[src/rtl/inv_witness_bvlshr_pkg.sv]
// Shared types for the logical-shift-right invertibility witness engine.
package inv_witness_pkg;

    localparam int MODE_W = 2;

    typedef enum logic [MODE_W-1:0] {
        SLE = 2'd0,
        SLT = 2'd1,
        ULE = 2'd2,
        ULT = 2'd3
    } mode_e;

    typedef enum logic [1:0] {
        IDLE   = 2'd0,
        SEARCH = 2'd1,
        DONE   = 2'd2
    } state_e;

endpackage

[src/rtl/inv_witness_bvlshr_pred_eval.sv]
// Combinational predicate (x >> s) <mode> t; shifts of WIDTH or more yield zero.
module inv_pred_eval
    import inv_witness_pkg::*;
#(
    parameter int WIDTH = 4
) (
    input  logic [WIDTH-1:0] x,
    input  logic [WIDTH-1:0] s,
    input  logic [WIDTH-1:0] t,
    input  mode_e            mode,
    output logic             hit
);

    logic [WIDTH-1:0] y;

    always_comb begin
        y = '0;
        if (32'(s) < 32'(WIDTH)) begin
            y = x >> s;
        end
    end

    always_comb begin
        hit = 1'b0;
        unique case (mode)
            SLE: hit = ($signed(y) <= $signed(t));
            SLT: hit = ($signed(y) <  $signed(t));
            ULE: hit = (y <= t);
            ULT: hit = (y <  t);
            default: hit = 1'b0;
        endcase
    end

endmodule

[src/rtl/inv_witness_bvlshr.sv]
// Minimum-x witness engine for (x >> s) <op> t with valid/ready request and response.
// Optional build macro INV_WITNESS_FASTPATH_EN replaces the sweep with a closed form.
module inv_witness_bvlshr
    import inv_witness_pkg::*;
#(
    parameter int WIDTH = 4
) (
    input  logic              clk,
    input  logic              rst_n,
    input  logic              req_valid,
    output logic              req_ready,
    input  logic [MODE_W-1:0] req_mode,
    input  logic [WIDTH-1:0]  req_s,
    input  logic [WIDTH-1:0]  req_t,
    output logic              resp_valid,
    input  logic              resp_ready,
    output logic              resp_found,
    output logic [WIDTH-1:0]  resp_x,
    output logic [WIDTH:0]    resp_cycles
);

    localparam logic [WIDTH:0] ONE_W1 = {{WIDTH{1'b0}}, 1'b1};

    state_e           state, state_d;
    mode_e            mode_q;
    logic [WIDTH-1:0] s_q;
    logic [WIDTH-1:0] t_q;

`ifdef INV_WITNESS_FASTPATH_EN
    localparam logic [WIDTH-1:0] MIN_S = {1'b1, {(WIDTH-1){1'b0}}};

    logic             fast_found;
    logic [WIDTH-1:0] fast_x;

    // Shifted value is non-negative unless s = 0, so only then can a negative bound be met (by MIN).
    always_comb begin
        fast_found = 1'b0;
        fast_x     = '0;
        unique case (mode_q)
            SLE: begin
                if (!t_q[WIDTH-1]) begin
                    fast_found = 1'b1;
                end else if (s_q == '0) begin
                    fast_found = 1'b1;
                    fast_x     = MIN_S;
                end
            end
            SLT: begin
                if (!t_q[WIDTH-1] && (t_q != '0)) begin
                    fast_found = 1'b1;
                end else if ((s_q == '0) && (t_q != MIN_S)) begin
                    fast_found = 1'b1;
                    fast_x     = MIN_S;
                end
            end
            ULE: fast_found = 1'b1;
            ULT: fast_found = (t_q != '0);
            default: fast_found = 1'b0;
        endcase
    end

    logic search_end;
    assign search_end = 1'b1;
`else
    logic [WIDTH:0] cand;
    logic           hit;
    logic           last;
    logic           search_end;

    inv_pred_eval #(.WIDTH(WIDTH)) u_pred (
        .x    (cand[WIDTH-1:0]),
        .s    (s_q),
        .t    (t_q),
        .mode (mode_q),
        .hit  (hit)
    );

    assign last       = (cand == {1'b0, {WIDTH{1'b1}}});
    assign search_end = hit || last;
`endif

    always_comb begin
        state_d    = state;
        req_ready  = 1'b0;
        resp_valid = 1'b0;
        unique case (state)
            IDLE: begin
                req_ready = 1'b1;
                if (req_valid) begin
                    state_d = SEARCH;
                end
            end
            SEARCH: begin
                if (search_end) begin
                    state_d = DONE;
                end
            end
            DONE: begin
                resp_valid = 1'b1;
                if (resp_ready) begin
                    state_d = IDLE;
                end
            end
            default: state_d = IDLE;
        endcase
    end

    always_ff @(posedge clk) begin
        if (!rst_n) begin
            state <= IDLE;
        end else begin
            state <= state_d;
        end
    end

    always_ff @(posedge clk) begin
        if (!rst_n) begin
            mode_q      <= SLE;
            s_q         <= '0;
            t_q         <= '0;
            resp_found  <= 1'b0;
            resp_x      <= '0;
            resp_cycles <= '0;
`ifndef INV_WITNESS_FASTPATH_EN
            cand        <= '0;
`endif
        end else begin
            unique case (state)
                IDLE: begin
                    if (req_valid) begin
                        mode_q      <= mode_e'(req_mode);
                        s_q         <= req_s;
                        t_q         <= req_t;
                        resp_found  <= 1'b0;
                        resp_x      <= '0;
                        resp_cycles <= '0;
`ifndef INV_WITNESS_FASTPATH_EN
                        cand        <= '0;
`endif
                    end
                end
                SEARCH: begin
`ifdef INV_WITNESS_FASTPATH_EN
                    resp_found  <= fast_found;
                    resp_x      <= fast_x;
                    resp_cycles <= ONE_W1;
`else
                    resp_cycles <= resp_cycles + ONE_W1;
                    if (hit) begin
                        resp_found <= 1'b1;
                        resp_x     <= cand[WIDTH-1:0];
                    end else if (last) begin
                        resp_found <= 1'b0;
                        resp_x     <= '0;
                    end else begin
                        cand <= cand + ONE_W1;
                    end
`endif
                end
                default: ;
            endcase
        end
    end

endmodule

[config.mk]
export PLATFORM = sky130hd
export DESIGN_NAME = inv_witness_bvlshr
export DESIGN_NICKNAME = d
export VERILOG_FILES = /design/src/rtl/inv_witness_bvlshr_pkg.sv /design/src/rtl/inv_witness_bvlshr_pred_eval.sv /design/src/rtl/inv_witness_bvlshr.sv
export SDC_FILE = /design/constraint.sdc
export NUM_CORES = 1
export LEC_CHECK = 0
export BUFFER_PORTS_ARGS = -buffer_cell sky130_fd_sc_hd__buf_2
export CORE_UTILIZATION = 54
export CTS_BUF_LIST = sky130_fd_sc_hd__clkbuf_16
export DETAILED_ROUTE_END_ITERATION = 10
export PLACE_DENSITY = 0.78
export SLEW_MARGIN = 20
export SYNTH_ARGS = -nofsm -noshare
export SYNTH_HDL_FRONTEND = slang
export SYNTH_SLANG_ARGS = --single-unit
[constraint.sdc]
create_clock -name clk -period 5.45 [get_ports clk]
set_input_delay 0 -clock clk [delete_from_list [all_inputs] [get_ports clk]]
set_output_delay 0 -clock clk [all_outputs]
set_load 0.005 [all_outputs]
-- Yosys cells after proc, flatten, opt, wreduce, memory -nomap -nowiden
Cells that the tools add are included.
- RAM bits: 0
- word-level logic and storage cells: 58
- memories: 0
- bits in read-only memories: 0
- input port bits: 14
- output and inout bits: 12
- flip-flop bits (word level): 27
- bits in latches: 0
- reductions and logical operators: 9
- magnitude comparators: 5
- equality and inequality tests: 12
- $mul: 0
- multiplexer cells: 21
- add/subtract/negate cells: 2
- bitwise logic cells: 0
- shift-type cells: 1
- divide/modulo/power cells: 0
- operators by type and width (kind ; count):
    $pmux W5 S2 ; 2
    $mux W4 ; 4
    $mux W5 ; 3
    $add A5 B1 Y5 const B ; 2
    $ne A2 B2 Y1 const B ; 5
    $le A4 B4 Y1 ; 2
    $lt A4 B4 Y1 ; 2
    $pmux W4 S2 ; 1
    $eq A2 B2 Y1 const B ; 3
    $mux W2 ; 3
    $pmux W2 S3 ; 1
    $reduce_and A3 Y1 ; 2
    $eq A5 B4 Y1 const B ; 1
    $mux W1 ; 5
    $eq A2 B1 Y1 const B ; 2
    $logic_not A2 Y1 ; 2
    $lt A4 B3 Y1 const B ; 1
    $pmux W1 S4 ; 1
    $reduce_and A2 Y1 ; 2
    $reduce_and A4 Y1 ; 1
    $shr A4 B4 Y4 ; 1
    $ne A3 B3 Y1 const B ; 1
    $pmux W1 S2 ; 1
    $reduce_bool A2 Y1 ; 1
    $logic_or A1 B1 Y1 ; 1

-- Longest topological paths before layout
Gate-level depths: netlist of the first run.
- word-level depth: 7
- depth in mapped cells: 10
- mapped depth without buffers: 9

-- Hierarchy
From an unflattened synthesis of the first run, not the netlist that was laid out.
- cells, all modules: 156
- area, all modules: 1345.0 µm²
- modules (own cells, without submodules) (module ; area each (µm²) ; times used ; seq. area each (µm²) ; cells each):
    inv_witness_bvlshr ; 1158.6 ; 1 ; 540.5 ; 131
    inv_pred_eval ; 186.4 ; 1 ; 0.0 ; 25

-- Worst setup path after synthesis of the first run
OpenSTA, ideal clock, no wires.
- path kind: register to register
- from: reg s_q[1]
- to: reg cand[3]
- setup slack: 3.224 ns
- arrival: 2.143 ns
- buffers on the path: 0
- stages on the path, launching flop included: 10
- data required time: 5.367 ns
- clock period less this slack: 2.226 ns
- setup time: 0.083 ns
- cells stage by stage: dfxtp_1 > mux2i_1 > o22ai_1 > and2_1 > ha_1 > and3b_2 > o211a_4 > o21ai_4 > or4_1 > o221ai_1
- word-level cells in the longest chain between the ends: 6
- elaborated cells on any way between the ends: 10
- those cells by class: order compare: 5; eq/ne: 1; shift: 1; mux: 2; reduce/logical: 1
- ends and longest elaborated chain (item ; RTL line ; source):
    from (decl) ; inv_witness_bvlshr.sv:26 ; logic [WIDTH-1:0] s_q;
    from (signal assigned) ; inv_witness_bvlshr.sv:132 ; s_q <= req_s;
    $lt A4 B3 Y1 or $shr A4 B4 Y4 (tied branches) ; inv_witness_bvlshr_pred_eval.sv:18, inv_witness_bvlshr_pred_eval.sv:19 ;
    $mux W4 * ; inv_witness_bvlshr_pred_eval.sv:18 ; if (32'(s) < 32'(WIDTH)) begin
    $lt A4 B4 Y1 (tied with other cells) ; inv_witness_bvlshr_pred_eval.sv:29 ; ULT: hit = (y < t);
    $pmux W1 S4 * ; inv_witness_bvlshr_pred_eval.sv:25 ; unique case (mode)
    $ne A2 B2 Y1 (no source line) * ; n/a ;
    $reduce_and A4 Y1 (no source line) * ; n/a ;
    to (signal assigned) ; inv_witness_bvlshr.sv:156 ; cand <= cand + ONE_W1;
    to (decl) ; inv_witness_bvlshr.sv:65 ; logic [WIDTH:0] cand;
Mark *: on every way between the ends. The rest lies on a longest branch, timed or not.
A chain may end at the register's enable or synchronous reset.

-- Worst setup path in the final report of the first run
- from: reg s_q[1]
- to: reg state[0]
- word-level cells in the longest chain between the ends: 7
- elaborated cells on any way between the ends: 11
- those cells by class: order compare: 5; eq/ne: 1; shift: 1; mux: 2; reduce/logical: 2
- ends and longest elaborated chain (item ; RTL line ; source):
    $lt A4 B3 Y1 or $shr A4 B4 Y4 (tied branches) ; inv_witness_bvlshr_pred_eval.sv:18, inv_witness_bvlshr_pred_eval.sv:19 ;
    $mux W4 * ; inv_witness_bvlshr_pred_eval.sv:18 ;
    $lt A4 B4 Y1 (tied with other cells) ; inv_witness_bvlshr_pred_eval.sv:29 ;
    $pmux W1 S4 * ; inv_witness_bvlshr_pred_eval.sv:25 ;
    $logic_or A1 B1 Y1 * ; inv_witness_bvlshr.sv:79 ; assign search_end = hit || last;
    $ne A2 B2 Y1 (no source line) * ; n/a ;
    $reduce_and A3 Y1 (no source line) * ; n/a ;
    to (signal assigned) ; inv_witness_bvlshr.sv:112 ; state <= state_d;
    to (decl) ; inv_witness_bvlshr.sv:24 ; state_e state, state_d;
Marks and branches as above.

==> run_results.csv, run 1 <==
group,metric,value,unit
status,status,"finished clean",
floorplan,num_rows,17,
yosys,synth_fa_ha_area_share,6.387,%
drt,dr.first_iter.drc_count,33,
yosys,synth-xor-area-share,0.6387,%
clock_tree,cts_max_level,1,
timing,skew,0.002106,ns
finish,instances_no_fill,221,
job,drv_cap,0,
yosys,synth_area_leaders,"dfxtp_1 (39%), nand2_1 (7.4%), ha_1 (6.4%)",
critical_path,setup.worst_path.class,"register to register",
critical_path,max_stage_delay,0.45,ns
yosys,synth_area,0.001371,mm2
power_and_ir_drop,p_leak,0.6991,nW
power_and_ir_drop,p_seq_share,46.6,%
timing,hold_viol_final,0,
yosys,synth_top_family_by_area,"simple AND/OR/NAND/NOR gates",
finish,antenna_cells,0,
finish,drive_above_1_share,20.21,%
yosys,synth.distinct_cells,42,
clock_tree,cts_tree,"done",
finish,syn2layout_area_growth,22.54,%
yosys,postSynthCellCount,162,
timing,final.min_clock_period,2.514,ns
yosys,ys_ff_latch,27,
global_routing,antenna_found_initial,0,
power_and_ir_drop,combPwrFrac,18.5,%
critical_path,worstPathMaxFanout,9,
timing,finalCritPeriodShare,46.14,%
power_and_ir_drop,vdd_drop_max,199.9,uV
yosys,yosysTopAreaCellShare,39.42,%
timing,rsz0062_at_grt,"no",
placed_design,io_buffers,25,
global_routing,grt_pass1_wl,5375,um
yosys,synth.avg_cell_area,8.465,um2
critical_path,cp-start-kind,"register",
floorplan,start_util,59.69,%
global_routing,grt.overflow.total,0,
hold_path,hp-class,"input pin to register",
power_and_ir_drop,swShare,26.57,%
yosys,synth_enable_flop_cells,0,
timing,setup_viol,0,
timing,relSlewSlack,47.99,%
global_routing,grt_usage,26.68,%
drt,drt_wl_total,3191,um
critical_path,cp_data_required_time,5.61,ns
finish,fillCellCount,161,
yosys,synth_flop_cell,"dfxtp_1",
yosys,synth_top_area_cell,"dfxtp_1",
yosys,synth-async-reset-ratio,0,%
clock_tree,clk_latency,0.26,ns
placed_design,place_inst,207,
drt,drc,0,
timing,timing.final.max_slew_violations,0,
critical_path,worst_path_max_delay_cell,"dfxtp_1",
clock_tree,clock-sinks,27,
drt,vias,1292,
power_and_ir_drop,pwr-share-clk,34.9,%
power_and_ir_drop,totalPowerFinal,0.4673,mW
timing,fin_tns_setup,0,ns
yosys,synth-warning-count,0,
finish,layout.nets,215,
yosys,synthMuxAreaShare,2.281,%
power_and_ir_drop,power_density,278.1,mW/mm2
yosys,synthSimpleGateAreaFrac,27.74,%
placed_design,hpwl,2127,um
drt,post_drt_wl_per_cell,14.44,um
floorplan,dieArea,0.002745,mm2
floorplan,io_pins,26,
timing,max_freq,397.7,MHz
clock_tree,cts_root_buf,"clkbuf_16",
critical_path,path_buf_inv,0,
global_routing,grt_max_degree,21,
yosys,synth_nets,183,
clock_tree,cts-resized-gates,0,
floorplan,die-height,52.40,um
global_routing,grt_pass1_vias,1197,
critical_path,cp-end-kind,"register",
power_and_ir_drop,p_int,0.3431,mW
yosys,synth_compound_area_share,19.43,%
critical_path,critical_path_arrival,2.67,ns
yosys,yosysSeqAreaShare,39.42,%
clock_tree,clockBufferDepth,2,
floorplan,core_area,0.002297,mm2
placed_design,gp_routability_congestion,0.8260,
clock_tree,clk_pin_slew,0.06,ns
power_and_ir_drop,netSwitchingPower,0.1242,mW
drt,firstDrtPassIters,4,
clock_tree,numCtsBuffers,3,
critical_path,cp_cell_sequence,"mux2i_1, o22ai_1, and2_1, ha_1, and3b_2, o211a_4, o21ai_4, nand2_2, and2_2",
timing,worstMarginPinSlew,0.7680,ns
drt,vias_per_cell,5.846,
critical_path,critPathTopFamily,"simple AND/OR/NAND/NOR gates",
floorplan,die_w,52.40,um
drt,ant_nets,0,
[metrics by stage]
step / util [%] / hold WS (ns) / setup slack [ns] / area [um2]
after global routing: 73.15 / 0.04158 / 2.729 / 1680
final: 73.15 / 0.01998 / 2.936 / 1680
after floorplan: - / 0.1360 / 3.224 / 1371
after detailed placement: 65.36 / 0.2454 / 2.992 / 1501
after CTS: 73.15 / 0.02885 / 2.977 / 1680
after global placement: 65.36 / 0.2397 / 3.129 / 1501
[layout by cell type, fill, tap and decap left out, types with 2 or more instances in the layout]
cell type      instances
nand2_1               27
dfxtp_1               27
buf_2                 25
a21oi_1               16
nor2_1                10
dlygate4sd3_1         10
nor2b_1                7
ha_1                   7
inv_1                  6
nand3_1                6
o211ai_1               4
a32oi_1                4
o21ai_0                4
nand4b_1               3
clkbuf_16              3
mux2i_1                2
and3_1                 2
o22ai_1                2
and2_1                 2
nor2_2                 2
nand2b_1               2
[cell families after synthesis]
family | after synthesis
compound gates | 39
fa+ha+maj | 7
flops | 27
buf+inv | 14
xor+xnor | 1
mux | 3
simple gates | 71
[sequential cells by signal, indices dropped and copies added (netlist names)]
signal and cells:
cand 5, mode_q 2, resp_cycles 5, resp_found 1, resp_x 4, s_q 4, state 2, t_q 4
[worst paths after layout]
path / startpoint / end / slack, ns / depth (start not counted)
worst max-delay path: s_q[1]$_SDFFE_PN0P_ / state[0]$_SDFFE_PN0P_ / 2.94 / 9
worst min-delay path: resp_ready / state[1]$_SDFFE_PN0P_ / 0.02 / 3
worst max register to register: s_q[1]$_SDFFE_PN0P_ / state[0]$_SDFFE_PN0P_ / 2.94 / 9
worst min register to register: t_q[3]$_SDFFE_PN0P_ / t_q[3]$_SDFFE_PN0P_ / 0.46 / 2
[cell usage after synthesis (all sizes together), types with 2 or more instances]
library cell / n
nand2: 28
dfxtp: 27
a21oi: 16
nor2: 12
clkbuf: 7
ha: 7
nor2b: 7
nand3: 6
inv: 5
o21ai: 5
a32oi: 4
o211ai: 4
and2: 3
nand2b: 3
nand4b: 3
a21boi: 2
and3: 2
buf: 2
mux2i: 2
o22ai: 2
[layer usage]
metal | up-vias | GRT usage (%) | wire length (um)
met2 | 40 | 45.57 | 1539
li1 | 636 | - | -
met3 | 5 | 3.478 | 124
met4 | 0 | 9.211 | 40
met5 | - | 0 | 0
met1 | 611 | 34.11 | 1487
[power groups by stage]
stage          clock, mW  combinational [mW]  sequential, mW
6_report           0.163              0.0863           0.218
3_5_place_dp           0              0.0798           0.222
3_3_place_gp           0              0.0764           0.221
2_1_floorplan          0              0.0622           0.218
5_1_grt            0.173              0.0963           0.219
4_1_cts            0.166              0.0858           0.217
[worst min-delay path, delay by kind of cell]
kind	cells	cell delay (ns)
AO/OA/AOI/OAI	1	0.07
AND/OR/NAND/NOR	1	0.09
buffers and inverters	1	0.07
[what timing repair did]
| item | CTS | global route |
|---|---|---|
| endpoints found under the hold margin | 10 | 0 |
| setup buffers | 0 | 0 |
| hold buffers | 10 | 0 |
[area by class of cell]
cell class                 count  area, um2  share of cell area, %
inverter                       5      18.77                  1.117
timing repair buffer          36      232.7                  13.85
multi-input combinational    121      774.5                  46.09
sequential                    27      540.5                  32.17
clock buffer                   3      75.07                  4.468
clock inverter                 1      3.754                 0.2234
tap                           28      35.03                  2.085
Power figures use the tool's default switching activity.
==> inputs of run 2 (changes only) <==
==> constraint.sdc (replaced) <==
create_clock -name clk -period 2.5 [get_ports clk]
set_input_delay 0 -clock clk [delete_from_list [all_inputs] [get_ports clk]]
set_output_delay 0 -clock clk [all_outputs]
set_load 0.005 [all_outputs]
==> run 2 against run 1 <==
First-iteration DRC count up 27%. Final area grew 3.3%. Register-to-register slack worse by 2.9 ns. Sequential cell count is the same. Final cell count is 1.8% higher. Global-route usage shrank 0.12 points. Critical path type unchanged.
==> run_results.csv, run 2 (synthesis gave the netlist of run 1 again) <==
group,metric,value,unit
critical_path,rr_endpoint,"state[0]$_SDFFE_PN0P_",
floorplan,die-height,52.40,um
drt,vias,1304,
drt,ant_nets,0,
finish,antenna_cells,0,
timing,skew,0.003989,ns
global_routing,grt_pass1_wl,5347,um
critical_path,cp-start-kind,"register",
critical_path,cp-endpoint,"state[0]$_SDFFE_PN0P_",
clock_tree,cts_max_level,1,
floorplan,num_rows,17,
placed_design,gp_routability_congestion,0.8287,
floorplan,io_pins,26,
global_routing,grt_usage,26.56,%
timing,worstMarginPinSlew,0.6934,ns
drt,vias_per_cell,5.796,
timing,final.min_clock_period,2.438,ns
global_routing,antenna_found_initial,0,
finish,layout_common_cells,"nand2_1 (27), buf_2 (25), dfxtp_1 (24)",
clock_tree,numCtsBuffers,3,
drt,drc,0,
timing,timing.final.max_slew_violations,0,
global_routing,grt.overflow.total,0,
finish,largest_registers,"cand (5), resp_cycles (5)",
global_routing,grt_pass1_vias,1201,
critical_path,critical_path_arrival,2.59,ns
drt,dr.first_iter.drc_count,42,
floorplan,dieArea,0.002745,mm2
timing,hold_viol_final,0,
timing,relSlewSlack,53.66,%
critical_path,cp-end-kind,"register",
clock_tree,cts_tree,"done",
critical_path,worstSetupStartpoint,"s_q[1]$_SDFFE_PN0P_",
hold_path,hp-class,"input pin to register",
finish,layout.nets,219,
critical_path,reg2reg_from,"s_q[1]$_SDFFE_PN0P_",
clock_tree,cts_root_buf,"clkbuf_16",
global_routing,grt_max_degree,21,
finish,fillCellCount,161,
critical_path,cp_data_required_time,2.65,ns
critical_path,setup.worst_path.class,"register to register",
power_and_ir_drop,p_leak,0.7203,nW
status,status,"finished clean",
critical_path,worstPathMaxFanout,8,
finish,drive_above_1_share,24.37,%
finish,utilization,75.54,%
timing,max_freq,410.2,MHz
clock_tree,clock-sinks,27,
clock_tree,clockBufferDepth,2,
finish,syn2layout_area_growth,26.55,%
critical_path,reg2regPathDepth,9,
timing,setup_viol,0,
timing,finalCritPeriodShare,97.52,%
floorplan,start_util,59.69,%
floorplan,die_w,52.40,um
power_and_ir_drop,power_density,599.1,mW/mm2
placed_design,hpwl,2114,um
power_and_ir_drop,vdd_drop_max,374.0,uV
timing,hold_slack,0.006928,ns
floorplan,core_area,0.002297,mm2
drt,firstDrtPassIters,4,
placed_design,io_buffers,25,
job,drv_cap,0,
critical_path,rrSetupSlack,0.06,ns
clock_tree,clk_pin_slew,0.07,ns
drt,post_drt_wl_per_cell,14.59,um
finish,final_common_cell,"nand2_1",
clock_tree,clk_latency,0.26,ns
drt,drt_wl_total,3282,um
[run 2: cell types whose count changed in the layout (fill, tap and decap cells not counted), sizes merged]
cell	delta
buf	+4
[run 2: repair_timing]
action,4_1_cts,5_1_grt
hold buffers,10,0
setup buffers,0,2
resized for setup,3,3
endpoints found under the hold margin,10,0
setup endpoints to repair,4,8
pin swaps,0,4
[run 2: critical path: stages (launching register included)]
cell and delay [ns]:
dfxtp_2 0.39, mux2i_2 0.27, o22ai_1 0.11, and2_1 0.19, ha_1 0.29, and3b_2 0.24
o211a_4 0.28, o21ai_4 0.22, nand2_2 0.09, and2_2 0.23
[run 2: final cells by class]
cell class / count / area (um2) / area share [%]
tap: 28 / 35.03 / 2.019
clock buffer: 3 / 75.07 / 4.326
clock inverter: 1 / 3.754 / 0.2163
timing repair buffer: 40 / 262.8 / 15.14
sequential: 27 / 544.3 / 31.36
inverter: 5 / 18.77 / 1.081
multi-input combinational: 121 / 795.8 / 45.85
[run 2: worst min-delay path by stage]
| stage | from | endpoint | slack [ns] | cells after the start |
|---|---|---|---|---|
| after floorplan | req_mode[0] | mode_q[0]$_SDFFE_PN0P_ | 0.14 | 2 |
| final | resp_ready | state[1]$_SDFFE_PN0P_ | 0.007 | 3 |
| after detailed placement | req_t[1] | t_q[1]$_SDFFE_PN0P_ | 0.24 | 3 |
| after CTS | resp_ready | state[1]$_SDFFE_PN0P_ | 0.008 | 3 |
| after global placement | req_mode[0] | mode_q[0]$_SDFFE_PN0P_ | 0.24 | 3 |
| after global routing | resp_ready | state[1]$_SDFFE_PN0P_ | 0.01 | 3 |
[run 2: through the flow]
step                      setup TNS, ns  power [mW]  instances  instance area [um2]  setup WS, ns
after global placement                0      0.6517        209                 1516        0.1812
after global routing           -0.07412       1.082        225                 1735      -0.03228
after detailed placement              0      0.6576        209                 1516       0.05835
after floorplan                       0      0.6118        162                 1371        0.2742
final                                 0       1.040        225                 1735       0.06191
after CTS                             0       1.025        223                 1708       0.05190
[run 2: per-layer routing]
layer | vias to the layer above | global-route usage (%) | wire [um]
met5 | - | 0 | 0
met1 | 603 | 33.57 | 1401
li1 | 642 | - | -
met2 | 52 | 45.36 | 1635
met3 | 7 | 3.768 | 202
met4 | 0 | 9.649 | 43
[run 2: report_power, final]
group / switching (mW) / internal (mW) / total, mW / leakage (nW)
Combinational: 0.114 / 0.0917 / 0.206 / 0.457
Clock: 0.144 / 0.214 / 0.359 / 0.0423
Sequential: 0.0227 / 0.452 / 0.475 / 0.221
Total: 0.282 / 0.758 / 1.04 / 0.720
